File: src/rtl/uart_alu_frame_if.sv
// FIFO-side handshake bundle for uart_alu_frame: RX FIFO head/pop and TX FIFO push.
// master = the command stage, slave = the FIFO pair.
interface uart_alu_frame_if #(
  parameter int NB_DATA = 8
) ();
  logic               i_rx_empty;
  logic [NB_DATA-1:0] i_rx_data;
  logic               o_rx_rd;
  logic               i_tx_full;
  logic               o_tx_wr;
  logic [NB_DATA-1:0] o_tx_data;

  modport master (
    input  i_rx_empty, i_rx_data, i_tx_full,
    output o_rx_rd, o_tx_wr, o_tx_data
  );

  modport slave (
    output i_rx_empty, i_rx_data, i_tx_full,
    input  o_rx_rd, o_tx_wr, o_tx_data
  );
endinterface

File: src/rtl/uart_alu_frame.sv
// UART command/response stage: pops {A, B, OP} from the RX FIFO and pushes one ALU result byte.
// `define UART_ALU_CHECKSUM_EN adds a 4th checksum byte CK = A^B^OP; a mismatch answers 8'hEE.
module uart_alu_frame #(
  parameter int NB_DATA     = 8,
  parameter int NB_CODE     = 6,
  parameter int NB_TIMEOUT  = 20,
  parameter int TIMEOUT_CYC = 1000000
) (
  input  logic             i_clk,
  input  logic             i_reset,
  uart_alu_frame_if.master fifo,
  output logic             o_busy,
  output logic             o_frame_err
);

`ifdef UART_ALU_CHECKSUM_EN
  // The whole OP byte is kept so it can take part in the checksum.
  localparam int NB_OP = NB_DATA;
  typedef enum logic [2:0] {GET_A, GET_B, GET_OP, GET_CK, EXEC, SEND} state_t;
`else
  localparam int NB_OP = NB_CODE;
  typedef enum logic [2:0] {GET_A, GET_B, GET_OP, EXEC, SEND} state_t;
`endif

  localparam int                    TO_LAST_I = (TIMEOUT_CYC > 0) ? TIMEOUT_CYC - 1 : 0;
  localparam logic [NB_TIMEOUT-1:0] TO_LAST   = NB_TIMEOUT'(TO_LAST_I);

  localparam logic [NB_CODE-1:0] OP_ADD = NB_CODE'('h20);
  localparam logic [NB_CODE-1:0] OP_SUB = NB_CODE'('h22);
  localparam logic [NB_CODE-1:0] OP_AND = NB_CODE'('h24);
  localparam logic [NB_CODE-1:0] OP_OR  = NB_CODE'('h25);
  localparam logic [NB_CODE-1:0] OP_XOR = NB_CODE'('h26);
  localparam logic [NB_CODE-1:0] OP_NOR = NB_CODE'('h27);
  localparam logic [NB_CODE-1:0] OP_SRL = NB_CODE'('h02);
  localparam logic [NB_CODE-1:0] OP_SRA = NB_CODE'('h03);

  state_t                state_q, state_d;
  logic [NB_DATA-1:0]    a_q, b_q, result_q;
  logic [NB_OP-1:0]      op_q;
  logic [NB_TIMEOUT-1:0] to_cnt_q;
  logic                  err_q;
  logic                  rx_rd, tx_wr, timeout_hit, ck_bad;
  logic                  in_wait, to_expired;

  function automatic logic [NB_DATA-1:0] alu(input logic [NB_DATA-1:0] x,
                                             input logic [NB_DATA-1:0] y,
                                             input logic [NB_CODE-1:0] code);
    logic [NB_DATA-1:0] r;
    // Shift counts are the full unsigned B, so B >= NB_DATA flushes to 0 or sign fill.
    case (code)
      OP_ADD:  r = x + y;
      OP_SUB:  r = x - y;
      OP_AND:  r = x & y;
      OP_OR:   r = x | y;
      OP_XOR:  r = x ^ y;
      OP_NOR:  r = ~(x | y);
      OP_SRL:  r = x >> y;
      OP_SRA:  r = $unsigned($signed(x) >>> y);
      default: r = '1;
    endcase
    return r;
  endfunction

  // Only the mid-frame wait states can time out; GET_A waits forever.
`ifdef UART_ALU_CHECKSUM_EN
  assign in_wait = (state_q == GET_B) || (state_q == GET_OP) || (state_q == GET_CK);
`else
  assign in_wait = (state_q == GET_B) || (state_q == GET_OP);
`endif
  assign to_expired = (TIMEOUT_CYC != 0) && (to_cnt_q == TO_LAST);

  // NOTE: every signal written here gets a default first, so no path can leave it
  // unassigned and infer a latch; the FIFO strobes are Mealy on the empty/full flags.
  always_comb begin
    state_d     = state_q;
    rx_rd       = 1'b0;
    tx_wr       = 1'b0;
    timeout_hit = 1'b0;
    ck_bad      = 1'b0;
    case (state_q)
      GET_A: if (!fifo.i_rx_empty) begin
        rx_rd   = 1'b1;
        state_d = GET_B;
      end
      GET_B: if (!fifo.i_rx_empty) begin
        rx_rd   = 1'b1;
        state_d = GET_OP;
      end
      GET_OP: if (!fifo.i_rx_empty) begin
        rx_rd   = 1'b1;
`ifdef UART_ALU_CHECKSUM_EN
        state_d = GET_CK;
`else
        state_d = EXEC;
`endif
      end
`ifdef UART_ALU_CHECKSUM_EN
      GET_CK: if (!fifo.i_rx_empty) begin
        rx_rd = 1'b1;
        if (fifo.i_rx_data != (a_q ^ b_q ^ op_q)) begin
          ck_bad  = 1'b1;
          state_d = SEND;
        end else begin
          state_d = EXEC;
        end
      end
`endif
      EXEC: state_d = SEND;
      SEND: if (!fifo.i_tx_full) begin
        tx_wr   = 1'b1;
        state_d = GET_A;
      end
      default: state_d = GET_A;
    endcase
    if (in_wait && fifo.i_rx_empty && to_expired) begin
      timeout_hit = 1'b1;
      state_d     = GET_A;
    end
  end

  // NOTE: sequential state uses non-blocking assignments so every register samples
  // the pre-edge values regardless of statement order.
  always_ff @(posedge i_clk or negedge i_reset) begin
    if (!i_reset) state_q <= GET_A;
    else          state_q <= state_d;
  end

  // Saturating idle counter; restarts on each pop and whenever the frame restarts.
  always_ff @(posedge i_clk or negedge i_reset) begin
    if (!i_reset) begin
      to_cnt_q <= '0;
    end else if (rx_rd || (state_d == GET_A)) begin
      to_cnt_q <= '0;
    end else if (in_wait && fifo.i_rx_empty && (to_cnt_q != '1)) begin
      to_cnt_q <= to_cnt_q + NB_TIMEOUT'(1);
    end
  end

  always_ff @(posedge i_clk or negedge i_reset) begin
    if (!i_reset) begin
      a_q      <= '0;
      b_q      <= '0;
      op_q     <= '0;
      result_q <= '0;
      err_q    <= 1'b0;
    end else begin
      err_q <= timeout_hit | ck_bad;
      if (rx_rd) begin
        case (state_q)
          GET_A:   a_q  <= fifo.i_rx_data;
          GET_B:   b_q  <= fifo.i_rx_data;
          GET_OP:  op_q <= fifo.i_rx_data[NB_OP-1:0];
          default: ;
        endcase
      end
      if (state_q == EXEC) result_q <= alu(a_q, b_q, op_q[NB_CODE-1:0]);
      if (ck_bad)          result_q <= NB_DATA'(8'hEE);
    end
  end

  // GET_A's pop is Mealy on rx_empty, so it is masked while reset is held.
  assign fifo.o_rx_rd   = rx_rd && i_reset;
  assign fifo.o_tx_wr   = tx_wr;
  assign fifo.o_tx_data = result_q;
  assign o_busy         = (state_q != GET_A);
  assign o_frame_err    = err_q;

endmodule

File: src/flat_wrapper.sv
// flat-port wrapper written by rule: the top's interface ports become plain ports
module uart_alu_frame_flat 
#(
  parameter int NB_DATA     = 8,
  parameter int NB_CODE     = 6,
  parameter int NB_TIMEOUT  = 20,
  parameter int TIMEOUT_CYC = 1000000
)
  (i_clk, i_reset, o_busy, o_frame_err, fifo_i_rx_empty, fifo_i_rx_data, fifo_i_tx_full, fifo_o_rx_rd, fifo_o_tx_wr, fifo_o_tx_data);
  uart_alu_frame_if #(.NB_DATA(NB_DATA)) fifo_i ();
  input  logic i_clk;
  input  logic i_reset;
  output logic o_busy;
  output logic o_frame_err;
  input wire logic [$bits(fifo_i.i_rx_empty)-1:0] fifo_i_rx_empty;
  input wire logic [$bits(fifo_i.i_rx_data)-1:0] fifo_i_rx_data;
  input wire logic [$bits(fifo_i.i_tx_full)-1:0] fifo_i_tx_full;
  output wire logic [$bits(fifo_i.o_rx_rd)-1:0] fifo_o_rx_rd;
  output wire logic [$bits(fifo_i.o_tx_wr)-1:0] fifo_o_tx_wr;
  output wire logic [$bits(fifo_i.o_tx_data)-1:0] fifo_o_tx_data;
  assign fifo_i.i_rx_empty = fifo_i_rx_empty;
  assign fifo_i.i_rx_data = fifo_i_rx_data;
  assign fifo_i.i_tx_full = fifo_i_tx_full;
  assign fifo_o_rx_rd = fifo_i.o_rx_rd;
  assign fifo_o_tx_wr = fifo_i.o_tx_wr;
  assign fifo_o_tx_data = fifo_i.o_tx_data;
  uart_alu_frame #(.NB_DATA(NB_DATA), .NB_CODE(NB_CODE), .NB_TIMEOUT(NB_TIMEOUT), .TIMEOUT_CYC(TIMEOUT_CYC)) u_core (.i_clk(i_clk), .i_reset(i_reset), .fifo(fifo_i), .o_busy(o_busy), .o_frame_err(o_frame_err));
endmodule
File: config.mk
export PLATFORM = sky130hd
export DESIGN_NAME = uart_alu_frame_flat
export DESIGN_NICKNAME = d
export VERILOG_FILES = /design/src/rtl/uart_alu_frame_if.sv /design/src/rtl/uart_alu_frame.sv /design/src/flat_wrapper.sv
export SDC_FILE = /design/constraint.sdc
export NUM_CORES = 1
export LEC_CHECK = 0
export BUFFER_PORTS_ARGS = -buffer_cell sky130_fd_sc_hd__buf_2
export CAP_MARGIN = 20
export CORE_UTILIZATION = 50
export CTS_BUF_LIST = sky130_fd_sc_hd__clkbuf_16
export DETAILED_ROUTE_END_ITERATION = 7
export PLACE_DENSITY = 0.68
export SKIP_CTS_REPAIR_TIMING = 1
export SYNTH_ARGS = -nofsm -noshare
export SYNTH_HDL_FRONTEND = slang
export SYNTH_SLANG_ARGS = --single-unit
File: constraint.sdc
create_clock -name i_clk -period 6.9 [get_ports i_clk]
set_input_delay 1.725 -clock i_clk [delete_from_list [all_inputs] [get_ports i_clk]]
set_output_delay 1.725 -clock i_clk [all_outputs]
set_load 0.1 [all_outputs]
* After elaboration in Yosys (flattened, before gate mapping)
Cells that the tools add are included.
Storage, ports and cells: logic and storage cells 58, input bits 12, register bits after elaboration 54, output and inout bits 12
Cells by class: mux-type cells 14, equal/unequal tests 14, shift operators 2, bitwise logic cells 4, reduce and logical (&&, ||, !) cells 14, $add $sub $neg 3
Operators by type and width (count):
- case mux 8 bit (8 select lines) | 1
- 2-to-1 mux 20 bit | 2
- == test 6 bit, second input constant | 6
- adder 20 x 1 -> 20 bit, second input constant | 1
- == test 20 bit, second input constant | 1
- inequality test 20 bit, second input constant | 1
- 2-to-1 mux 3 bit | 5
- case mux 3 bit (5 select lines) | 1
- == test 6 x 2 -> 1 bit, second input constant | 2
- adder 8 bit | 1
- AND 8 bit | 1
- NOT 8 bit | 1
- OR 8 bit | 1
- right shift 8 x 8 -> 8 bit | 1
- >>> shifter 8 x 8 -> 8 bit | 1
- subtractor 8 bit | 1
- XOR 8 bit | 1
- == test 3 x 2 -> 1 bit, second input constant | 2
- zero test 3 bit | 2
- AND reduction 2 bit | 3
- 2-to-1 mux 1 bit | 5
- logical AND 1 bit | 4
- == test 3 x 1 -> 1 bit, second input constant | 1
- == test 3 bit, second input constant | 1
- 4 further kinds | 5

* Logic depth before layout (Yosys ltp)
Gate-level depths: netlist of run 1.
word-level depth 8, gate-level depth with buffers 14, mapped depth without buffers 12

* Worst setup path after synthesis of run 1
Ideal clock, no wire load.
kind input to output, start in fifo_i_rx_empty, end out fifo_o_rx_rd, required time 5175 ps, path slack -1446 ps, buffers on the path 1, stages 2, arrival time 6621 ps, cell sequence clkbuf_1 a2111oi_0
On the way: word-level cells in the longest chain between the ends 3
RTL lines:
- start: declaration | RTL line flat_wrapper.sv:15 | input wire logic [$bits(fifo_i.i_rx_empty)-1:0] fifo_i_rx_empty;
- 2-to-1 mux 1 bit | RTL line uart_alu_frame.sv:81, uart_alu_frame.sv:85, uart_alu_frame.sv:89
- 2-to-1 mux 1 bit
- logical AND 1 bit | RTL line uart_alu_frame.sv:162 | assign fifo.o_rx_rd = rx_rd && i_reset;
- end: declaration | RTL line flat_wrapper.sv:18 | output wire logic [$bits(fifo_i.o_rx_rd)-1:0] fifo_o_rx_rd;
No other way between the ends.

* Final worst setup path of run 1
Ends and elaborated chain as after synthesis.

==> results.cfg, run 1 <==
[status]
outcome = completed

[cells_and_area]
fill_cells = 716
layout-drive-gt1-share_pct = 13.03
multi_input_area_sq_um = 2424
num_antenna_cells = 0
synthToLayoutAreaGrowth_pct = 9.437
seq_area_sq_um = 1351
stdcell_count = 575
nets = 513

[power]
power_leakage_nw = 1.777
finalPower_w = 0.002084
vdd_ir_drop_max_mv = 0.2459
powerDensity_nw_per_um2 = 483.5

[grt]
grt_usage_pct = 25.28
grt_pass1_wl_mm = 16.47
grt_pass1_vias = 3188
grt_overflow = 0
grt_max_degree = 55
antenna_found_initial = 0

[setup_path]
arrival_ps = 2670
path_max_fanout = 9
crit-reg2reg-launch = u_core.op_q[3]$_DFFE_PN0P_
setup.worst_path.end = fifo_o_rx_rd
crit_chain = buf_2, a2111oi_2, buf_2
path_class = in -> out
crit_path_start_kind = input port
crit_path_end_kind = primary output
cp_common_cell = buf_2
required_ps = 5180
slowest_stage = buf_2
max_stage_delay_ps = 480
timing.rr.end = u_core.fifo.o_tx_data[1]$_DFFE_PN0P_
cp-startpoint = fifo_i_rx_empty
r2r_slack_ps = 3470
reg2reg_depth = 8

[sta]
rsz0062_at_grt = no
fin_setup_tns_ps = 0
max_freq_mhz = 227.3
period_needed_ps = 4399
worst_pin_slew_ps = 973.7
max_slew_margin_pct = 34.85
report.final.slew_viol_count = 0
timing.final.crit_share_pct = 63.75
finClkSkew_ps = 9.891
setup_viol = 0
hold_violations = 0

[synth]
synth_enable_flop_cells = 0
seq_area_frac_synth_pct = 34.32
yosysTopAreaCell = dfrtp_1
syn_nets = 499
synth_area_leaders = dfrtp_1 34%, ha_1 7.9%, nand2_1 4.9%
synth-async-reset-ratio_pct = 100.0
syn_inst = 461
synth_area_sq_um = 3938
yosysWarnings = 0
synthFlopType = dfrtp_1
ys_types = 59
yosysMostFrequentCell = dfrtp_1
synth.top_cell.area_share_pct = 34.32
ys_seq_elements = 54
synthTopCellsByCount = 54 x dfrtp_1, 51 x nand2_1, 51 x nor2_1
synth.avg_cell_area_sq_um = 8.541

[cts]
worstSkewPairLatency_ps = 300
path_clk_slew_ps = 70
htree_levels = 2
clockBufferDepth = 2
cts_sinks = 54
cts_tree = built
root_buffer = clkbuf_16
cts_buffers = 5

[floorplanning]
initial_core_util_pct = 52.87
ios = 24
die_h_microns = 90.74
fp.dieW_microns = 90.74
num_rows = 31
coreArea_sq_um = 7447
dieArea_sq_um = 8234

[place]
port_buffers = 23
dp_cells = 567
gp_congestion = 0.9108
place.detailed.hpwl_mm = 7.116

[routing]
drtIter0Drc = 286
vias_per_cell = 6.113
remaining_drc_errors = 0
vias = 3515
drt_first_pass_iters = 5
wl_per_cell_microns = 17.22
postRouteWirelength_mm = 9.899
antenna_left = 0

[min_path]
hp-class = reg -> reg

[job]
drv_cap = 0
placed cells by master, fill, tap and decap left out, types with 6 or more instances in the layout:
cell type	n
dfrtp_1	54
inv_1	22
xnor2_1	20
ha_1	25
nor4_1	8
nand4_1	7
mux2_2	9
nand2_1	51
buf_2	23
mux2i_1	7
xor2_1	13
nor3_1	9
a21oi_1	19
nand3_1	12
a221oi_1	7
buf_4	6
nor2_1	51
and3_1	6
o21ai_0	36
critical path, delay by kind of cell:
| kind | cells | cell delay, ps |
|---|---|---|
| AO/OA/AOI/OAI | 1 | 320 |
| buffers and inverters | 2 | 630 |
cell type report:
class	count	share of cell area, %
Sequential cell	54	31.36
Inverter	22	1.916
Tap cell	99	2.875
Multi-Input combinational cell	363	56.24
Clock buffer	5	2.904
Timing Repair Buffer	29	3.717
Clock inverter	3	0.9872
through the flow:
| step | hold WS, ps | cell area [sq um] | worst slack, ps | util, % |
|---|---|---|---|---|
| after detailed placement | 486.9 | 4141 | 2488 | 55.61 |
| after CTS | 503.9 | 4309 | 2487 | 57.86 |
| after global placement | 484.2 | 4141 | 2502 | 55.61 |
| after global routing | 542.9 | 4309 | 2412 | 57.86 |
| after floorplan | 514.7 | 3944 | 1307 | - |
| final | 502.4 | 4309 | 2501 | 57.86 |
sequential cells by signal, indices dropped and copies added (netlist names):
register	count
u_core.a_q	8
u_core.b_q	8
u_core.fifo.o_tx_data	8
u_core.o_frame_err	1
u_core.op_q	6
u_core.state_q	3
u_core.to_cnt_q	20
how the worst min path moves through the flow:
stage                                          from                                    to  slack, ps  cells after the start
2_1_floorplan       u_core.to_cnt_q[13]$_DFFE_PN0P_       u_core.to_cnt_q[13]$_DFFE_PN0P_        510                      2
3_3_place_gp   u_core.fifo.o_tx_data[6]$_DFFE_PN0P_  u_core.fifo.o_tx_data[6]$_DFFE_PN0P_        480                      1
3_5_place_dp   u_core.fifo.o_tx_data[0]$_DFFE_PN0P_  u_core.fifo.o_tx_data[0]$_DFFE_PN0P_        490                      1
4_1_cts        u_core.fifo.o_tx_data[0]$_DFFE_PN0P_  u_core.fifo.o_tx_data[0]$_DFFE_PN0P_        500                      1
5_1_grt        u_core.fifo.o_tx_data[0]$_DFFE_PN0P_  u_core.fifo.o_tx_data[0]$_DFFE_PN0P_        540                      1
6_report       u_core.fifo.o_tx_data[0]$_DFFE_PN0P_  u_core.fifo.o_tx_data[0]$_DFFE_PN0P_        500                      1
where the power goes:
group | switching (W) | internal [W]
sequential | 0.000201 | 0.000404
clock | 0.000125 | 0.000172
combinational | 0.000737 | 0.000445
cell families after synthesis:
group,share of synthesized area [%]
compound gates,16.37
xor+xnor,7.340
fa+ha+maj,8.453
buf+inv,4.607
flops,34.32
mux,4.353
simple gates,24.56
layer usage:
| metal | share of wire (%) | vias up | global-route usage, % |
|---|---|---|---|
| li1 | - | 1679 | - |
| met1 | 51 | 1705 | 37.96 |
| met2 | 43 | 115 | 37.37 |
| met3 | 4.9 | 16 | 3.535 |
| met4 | 1.8 | 0 | 7.661 |
| met5 | 0 | - | 0 |
(Power assumes the default switching activity.)
==> inputs of run 2 (changes only) <==
==> constraint.sdc (replaced) <==
create_clock -name i_clk -period 4.3 [get_ports i_clk]
set_input_delay 1.075 -clock i_clk [delete_from_list [all_inputs] [get_ports i_clk]]
set_output_delay 1.075 -clock i_clk [all_outputs]
set_load 0.1 [all_outputs]
==> run 2 against run 1 <==
  * Wire length rose by 4.1%
  * Power grew 62%
  * Worst setup slack worse by 1500 ps
  * Cell count rose by 0.70%
  * Non-clock buffer count is 4 higher
  * Clock skew shrank 6.2 ps
  * Die area is the same
  * Clock-buffer cell count unchanged
  * First-iteration DRC count up 4.5%
  * Hold slack improved by 2.2 ps
  * Sequential share of layout area down 0.22 points
  * Largest power group unchanged
  * Highest routed layer unchanged
==> results.cfg, run 2 (synthesized netlist as in run 1, its figures left out) <==
[cts]
cts_buffers = 5
worstSkewPairLatency_ps = 290
clockBufferDepth = 2
root_buffer = clkbuf_16
htree_levels = 2
cts_sinks = 54
cts_tree = built
path_clk_slew_ps = 70

[min_path]
hold_depth = 1
hp-class = reg -> reg

[sta]
finClkSkew_ps = 3.675
setup_viol = 0
hold_violations = 0
fin_setup_tns_ps = 0
max_freq_mhz = 302.5
period_needed_ps = 3306
report.final.slew_viol_count = 0
timing.final.crit_share_pct = 76.88
rsz0062_at_grt = no
max_slew_margin_pct = 25.02
worst_pin_slew_ps = 1110

[power]
power_leakage_nw = 1.797
switching_share_pct = 50.87
p_int_w = 0.001657
p_seq_share_pct = 27.7
pwr-share-clk_pct = 14.0
comb_power_share_pct = 58.4
vdd_ir_drop_max_mv = 0.3731
powerDensity_nw_per_um2 = 777.1
p_sw_w = 0.001715

[setup_path]
cp-startpoint = u_core.op_q[3]$_DFFE_PN0P_
r2r_slack_ps = 990
arrival_ps = 3490
reg2reg_depth = 10
crit-reg2reg-launch = u_core.op_q[3]$_DFFE_PN0P_
crit_chain = or4b_2, or2_2, nand2_1, o21ai_0, fa_1, nand2b_1, a21oi_1, o21ai_0, and4_1, o32a_1
path_max_fanout = 6
max_stage_delay_ps = 750
crit_path_end_kind = register
slowest_stage = or4b_2
crit_path_start_kind = register
setup.worst_path.end = u_core.fifo.o_tx_data[6]$_DFFE_PN0P_
timing.rr.end = u_core.fifo.o_tx_data[6]$_DFFE_PN0P_
path_class = reg -> reg
cp_common_cell = o21ai_0
required_ps = 4480

[floorplanning]
die_h_microns = 90.74
ios = 24
initial_core_util_pct = 52.87
coreArea_sq_um = 7447
dieArea_sq_um = 8234
num_rows = 31
fp.dieW_microns = 90.74

[cells_and_area]
post-route-util_pct = 58.27
layout_common_cells = 54 x dfrtp_1, 51 x nand2_1, 51 x nor2_1, 36 x o21ai_0, 25 x ha_1
layout-drive-gt1-share_pct = 13.75
fill_cells = 705
multi_input_area_sq_um = 2424
num_antenna_cells = 0
largest_reg_flops = 20
synthToLayoutAreaGrowth_pct = 10.20
layout_commonest_cell = dfrtp_1
fin_area_sq_um = 4339
nets = 517
top_register = u_core.to_cnt_q
seq_area_sq_um = 1351

[job]
drv_cap = 0

[routing]
vias = 3516
vias_per_cell = 6.073
remaining_drc_errors = 0
postRouteWirelength_mm = 10.31
drt_first_pass_iters = 5
wl_per_cell_microns = 17.80
antenna_left = 0
drtIter0Drc = 299

[grt]
grt_usage_pct = 26.18
grt_pass1_wl_mm = 17.03
grt_overflow = 0
grt_pass1_vias = 3152
antenna_found_initial = 0
grt_max_degree = 55

[place]
placed_cell_area_sq_um = 4172
port_buffers = 23
gp_congestion = 0.9005
place.detailed.hpwl_mm = 7.510

[status]
outcome = completed
run 2: cell count changes in the layout (fill, tap and decap cells not counted), sizes merged:
| cell | delta |
|---|---|
| buf | +4 |
run 2: worst max-delay path: cells and delay by family (launching register included):
kind / cells / cell delay [ps]
AOI/OAI and AO/OA: 4 / 750
adders and majority gates: 1 / 460
DFF: 1 / 430
and+or+nand+nor: 5 / 1570
run 2: power groups by stage:
stage,clock [W],sequential [W],combinational [W]
finish,0.000471,0.000933,0.00197
global route,0.000502,0.000958,0.00217
CTS,0.000480,0.000923,0.00195
detailed placement,0,0.000931,0.00194
global placement,0,0.000923,0.00192
floorplan,0,0.000958,0.00145
run 2: area by class of cell:
type / instances / area share, %
clock buffer: 5 / 2.884
clock inverter: 3 / 0.9804
inverter: 22 / 1.903
multi-input combinational: 363 / 55.85
sequential: 54 / 31.14
tap: 99 / 2.855
timing repair buffer: 33 / 4.383
run 2: per-layer routing:
metal	track usage, %	vias to the layer above	part of all wire [%]
met5	0	-	0
met4	6.989	0	1.6
met3	4.040	16	8.2
met2	36.93	160	43
met1	40.92	1653	48
li1	-	1687	-
run 2: how the worst min path moves through the flow:
stage,to,start
floorplan,u_core.to_cnt_q[13]$_DFFE_PN0P_,u_core.to_cnt_q[13]$_DFFE_PN0P_
global placement,u_core.fifo.o_tx_data[6]$_DFFE_PN0P_,u_core.fifo.o_tx_data[6]$_DFFE_PN0P_
detailed placement,u_core.fifo.o_tx_data[6]$_DFFE_PN0P_,u_core.fifo.o_tx_data[6]$_DFFE_PN0P_
CTS,u_core.fifo.o_tx_data[6]$_DFFE_PN0P_,u_core.fifo.o_tx_data[6]$_DFFE_PN0P_
global route,u_core.fifo.o_tx_data[6]$_DFFE_PN0P_,u_core.fifo.o_tx_data[6]$_DFFE_PN0P_
finish,u_core.fifo.o_tx_data[6]$_DFFE_PN0P_,u_core.fifo.o_tx_data[6]$_DFFE_PN0P_
run 2: per-stage QoR:
stage,total power [W],hold slack [ps],instances,setup slack (ps)
finish,0.003372,504.6,579,994.1
CTS,0.003349,508.1,579,1015
detailed placement,0.002866,490.0,571,1033
floorplan,0.002409,514.7,461,6.812
global placement,0.002842,476.3,571,1091
global route,0.003628,528.5,579,828.6
==> inputs of run 3 (changes only) <==
--- a/config.mk
+++ b/config.mk
@@ -5,12 +5,13 @@
 export SDC_FILE = /design/constraint.sdc
 export NUM_CORES = 1
 export LEC_CHECK = 0
+export ABC_AREA = 1
 export BUFFER_PORTS_ARGS = -buffer_cell sky130_fd_sc_hd__buf_2
 export CAP_MARGIN = 20
 export CORE_UTILIZATION = 50
 export CTS_BUF_LIST = sky130_fd_sc_hd__clkbuf_16
 export DETAILED_ROUTE_END_ITERATION = 7
-export PLACE_DENSITY = 0.68
+export PLACE_DENSITY = 0.67
 export SKIP_CTS_REPAIR_TIMING = 1
 export SYNTH_ARGS = -nofsm -noshare
 export SYNTH_HDL_FRONTEND = slang
==> constraint.sdc (replaced) <==
create_clock -name i_clk -period 3.4 [get_ports i_clk]
set_input_delay 0.85 -clock i_clk [delete_from_list [all_inputs] [get_ports i_clk]]
set_output_delay 0.85 -clock i_clk [all_outputs]
set_load 0.1 [all_outputs]
==> run 3 against run 2 <==
  * Synthesized area rose by 11%
  * Global-route usage increased by 3.0 points
  * Clock skew up 1.7 ps
  * Largest cell class unchanged
  * Highest routed layer unchanged
  * Worst setup slack worse by 360 ps
  * Non-clock buffer count is 1 lower
  * Sequential share of layout area down 2.8 points
  * Clock-buffer cell count unchanged
  * Clock power increased by 14%
  * Power up 34%
  * Synthesized cell count is 43% higher
  * Register-to-register slack got worse by 360 ps
==> results.cfg, run 3 <==
[synth]
syn_inst = 659
yosysTopAreaCell = dfrtp_1
yosysMostFrequentCell = nand2_1
syn_nets = 697
synth_enable_flop_cells = 0
synth.top_cell.area_share_pct = 30.83
ys_seq_elements = 54
synth_area_leaders = dfrtp_1 31%, nand2_1 15%, ha_1 7.1%
seq_area_frac_synth_pct = 30.83
synth.avg_cell_area_sq_um = 6.651
synthFlopType = dfrtp_1
synthTopCellsByCount = 173 x nand2_1, 82 x nor2_1, 79 x inv_1
synth-async-reset-ratio_pct = 100.0
ys_types = 38
yosysWarnings = 0
synth_area_sq_um = 4383

[floorplanning]
initial_core_util_pct = 52.55
coreArea_sq_um = 8341
dieArea_sq_um = 9144
fp.dieW_microns = 95.63
ios = 24
die_h_microns = 95.63
num_rows = 33

[routing]
postRouteWirelength_mm = 12.38
drt_first_pass_iters = 5
antenna_left = 0
drtIter0Drc = 255
remaining_drc_errors = 0
vias = 4363
vias_per_cell = 5.544
wl_per_cell_microns = 15.73

[place]
place.detailed.hpwl_mm = 9.399
port_buffers = 23
dp_slack_ps = 683.3
gp_congestion = 0.9072

[cts]
cts_sinks = 54
path_clk_slew_ps = 80
worstSkewPairLatency_ps = 290
root_buffer = clkbuf_16
clockBufferDepth = 2
htree_levels = 2
cts_tree = built
cts_buffers = 5

[sta]
report.final.slew_viol_count = 0
fin_setup_tns_ps = 0
period_needed_ps = 2765
worst_pin_slew_ps = 707.5
hold_violations = 0
setup_viol = 0
holdWs_ps = 503.7
max_slew_margin_pct = 52.66
finClkSkew_ps = 5.423
setup_ws_ps = 634.7
rsz0062_at_grt = no
timing.final.crit_share_pct = 81.33
max_freq_mhz = 361.6

[cells_and_area]
largest_reg_flops = 20
top_register = u_core.to_cnt_q
layout_common_cells = 173 x nand2_1, 81 x nor2_1, 79 x inv_1, 56 x nand3_1, 54 x dfrtp_1
layout-drive-gt1-share_pct = 9.531
synthToLayoutAreaGrowth_pct = 8.678
fill_cells = 865
nets = 719
layout_commonest_cell = nand2_1
num_antenna_cells = 0

[job]
drv_cap = 0

[grt]
grt_overflow = 0
grt_pass1_wl_mm = 20.18
grt_max_degree = 55
grt_usage_pct = 29.21
grt_pass1_vias = 4188
antenna_found_initial = 0

[setup_path]
r2r_slack_ps = 630
required_ps = 3590
cp-startpoint = u_core.op_q[3]$_DFFE_PN0P_
crit-reg2reg-launch = u_core.op_q[3]$_DFFE_PN0P_
arrival_ps = 2960
path_class = reg -> reg
max_stage_delay_ps = 420
crit_path_start_kind = register
path_max_fanout = 9
crit_chain = nor2_1, nand3_2, inv_1, nand2_2, o21ai_0, nand2_1, xor2_1, ha_1, nand2_1, nor2_1, nand2_1, o211ai_1, nand3_1, nand2_1, nor2_1, nor2_1, nor2_1
crit_path_end_kind = register
cp_common_cell = nor2_1
slowest_stage = dfrtp_1

[min_path]
hp-class = reg -> reg
hp-start = u_core.fifo.o_tx_data[7]$_DFFE_PN0P_

[power]
power_leakage_nw = 2.352
powerDensity_nw_per_um2 = 946.3
finalPower_w = 0.004508
vdd_ir_drop_max_mv = 0.5860

[status]
outcome = completed
## run 3: cell types whose count changed in the layout (fill, tap and decap cells not counted), sizes merged, moves of 6 or more
cell    before  now
mux2         9    0
inv         23   84
nand2       51  178
xnor2       20    4
a221oi       7    0
nand4        7   31
o21ai       36   49
a21oi       19   25
nor2        55   86
nor4        10    0
nor3         9   15
mux2i        7    0
nand3       12   59
## run 3: power breakdown
part	switching (W)	internal, W
clock	0.000257	0.000278
sequential	0.000315	0.000826
combinational	0.00199	0.000847
## run 3: cells by family after synthesis
family                     count (synthesis)  share of synthesized area [%]
and+or+nand+nor                          379                          38.62
xor gates and xnor gates                  17                          3.397
DFF                                       54                          30.83
AOI/OAI and AO/OA                         81                          9.963
buffers and inverters                    102                          9.591
adders and majority gates                 26                          7.594
## run 3: final timing paths
path / end / cells after the start
setup / recovery: u_core.fifo.o_tx_data[7]$_DFFE_PN0P_ / 17
hold / removal: u_core.fifo.o_tx_data[7]$_DFFE_PN0P_ / 2
setup reg to reg: u_core.fifo.o_tx_data[7]$_DFFE_PN0P_ / 17
hold reg to reg: u_core.fifo.o_tx_data[7]$_DFFE_PN0P_ / 2
max in group asynchronous: u_core.to_cnt_q[4]$_DFFE_PN0P_ / 2
min in group asynchronous: u_core.b_q[5]$_DFFE_PN0P_ / 2
## run 3: stage by stage
| stage | cells | instance area (sq um) | util [%] |
|---|---|---|---|
| after floorplan | 659 | 4385 | - |
| after global routing | 787 | 4763 | 57.11 |
| after CTS | 787 | 4763 | 57.11 |
| final | 787 | 4763 | 57.11 |
| after detailed placement | 779 | 4613 | 55.31 |
| after global placement | 779 | 4613 | 55.31 |
## run 3: layout make-up
| type | count | area [sq um] | share of cell area (%) |
|---|---|---|---|
| Multi-Input combinational cell | 503 | 2614 | 54.87 |
| Inverter | 85 | 319.1 | 6.698 |
| Clock inverter | 3 | 25.02 | 0.5253 |
| Tap cell | 105 | 131.4 | 2.758 |
| Sequential cell | 54 | 1351 | 28.37 |
| Clock buffer | 5 | 125.1 | 2.627 |
| Timing Repair Buffer | 32 | 197.7 | 4.150 |
## run 3: routing by layer
metal | wire [microns] | up-vias | part of all wire (%) | GRT usage [%]
met5 | 0 | - | 0 | 0
met4 | 312 | 0 | 2.5 | 10.95
met3 | 491 | 21 | 4.0 | 2.871
met2 | 5902 | 119 | 48 | 50.18
met1 | 5673 | 2036 | 46 | 37.85
li1 | - | 2187 | - | -
## run 3: critical path, delay by kind of cell, from the launching register on
kind | cells | cell delay, ps
flip-flops | 1 | 420
AND/OR/NAND/NOR | 12 | 1240
buffers and inverters | 1 | 220
XOR/XNOR | 1 | 160
AO/OA/AOI/OAI | 2 | 270
adder cells (fa/ha/maj) | 1 | 340
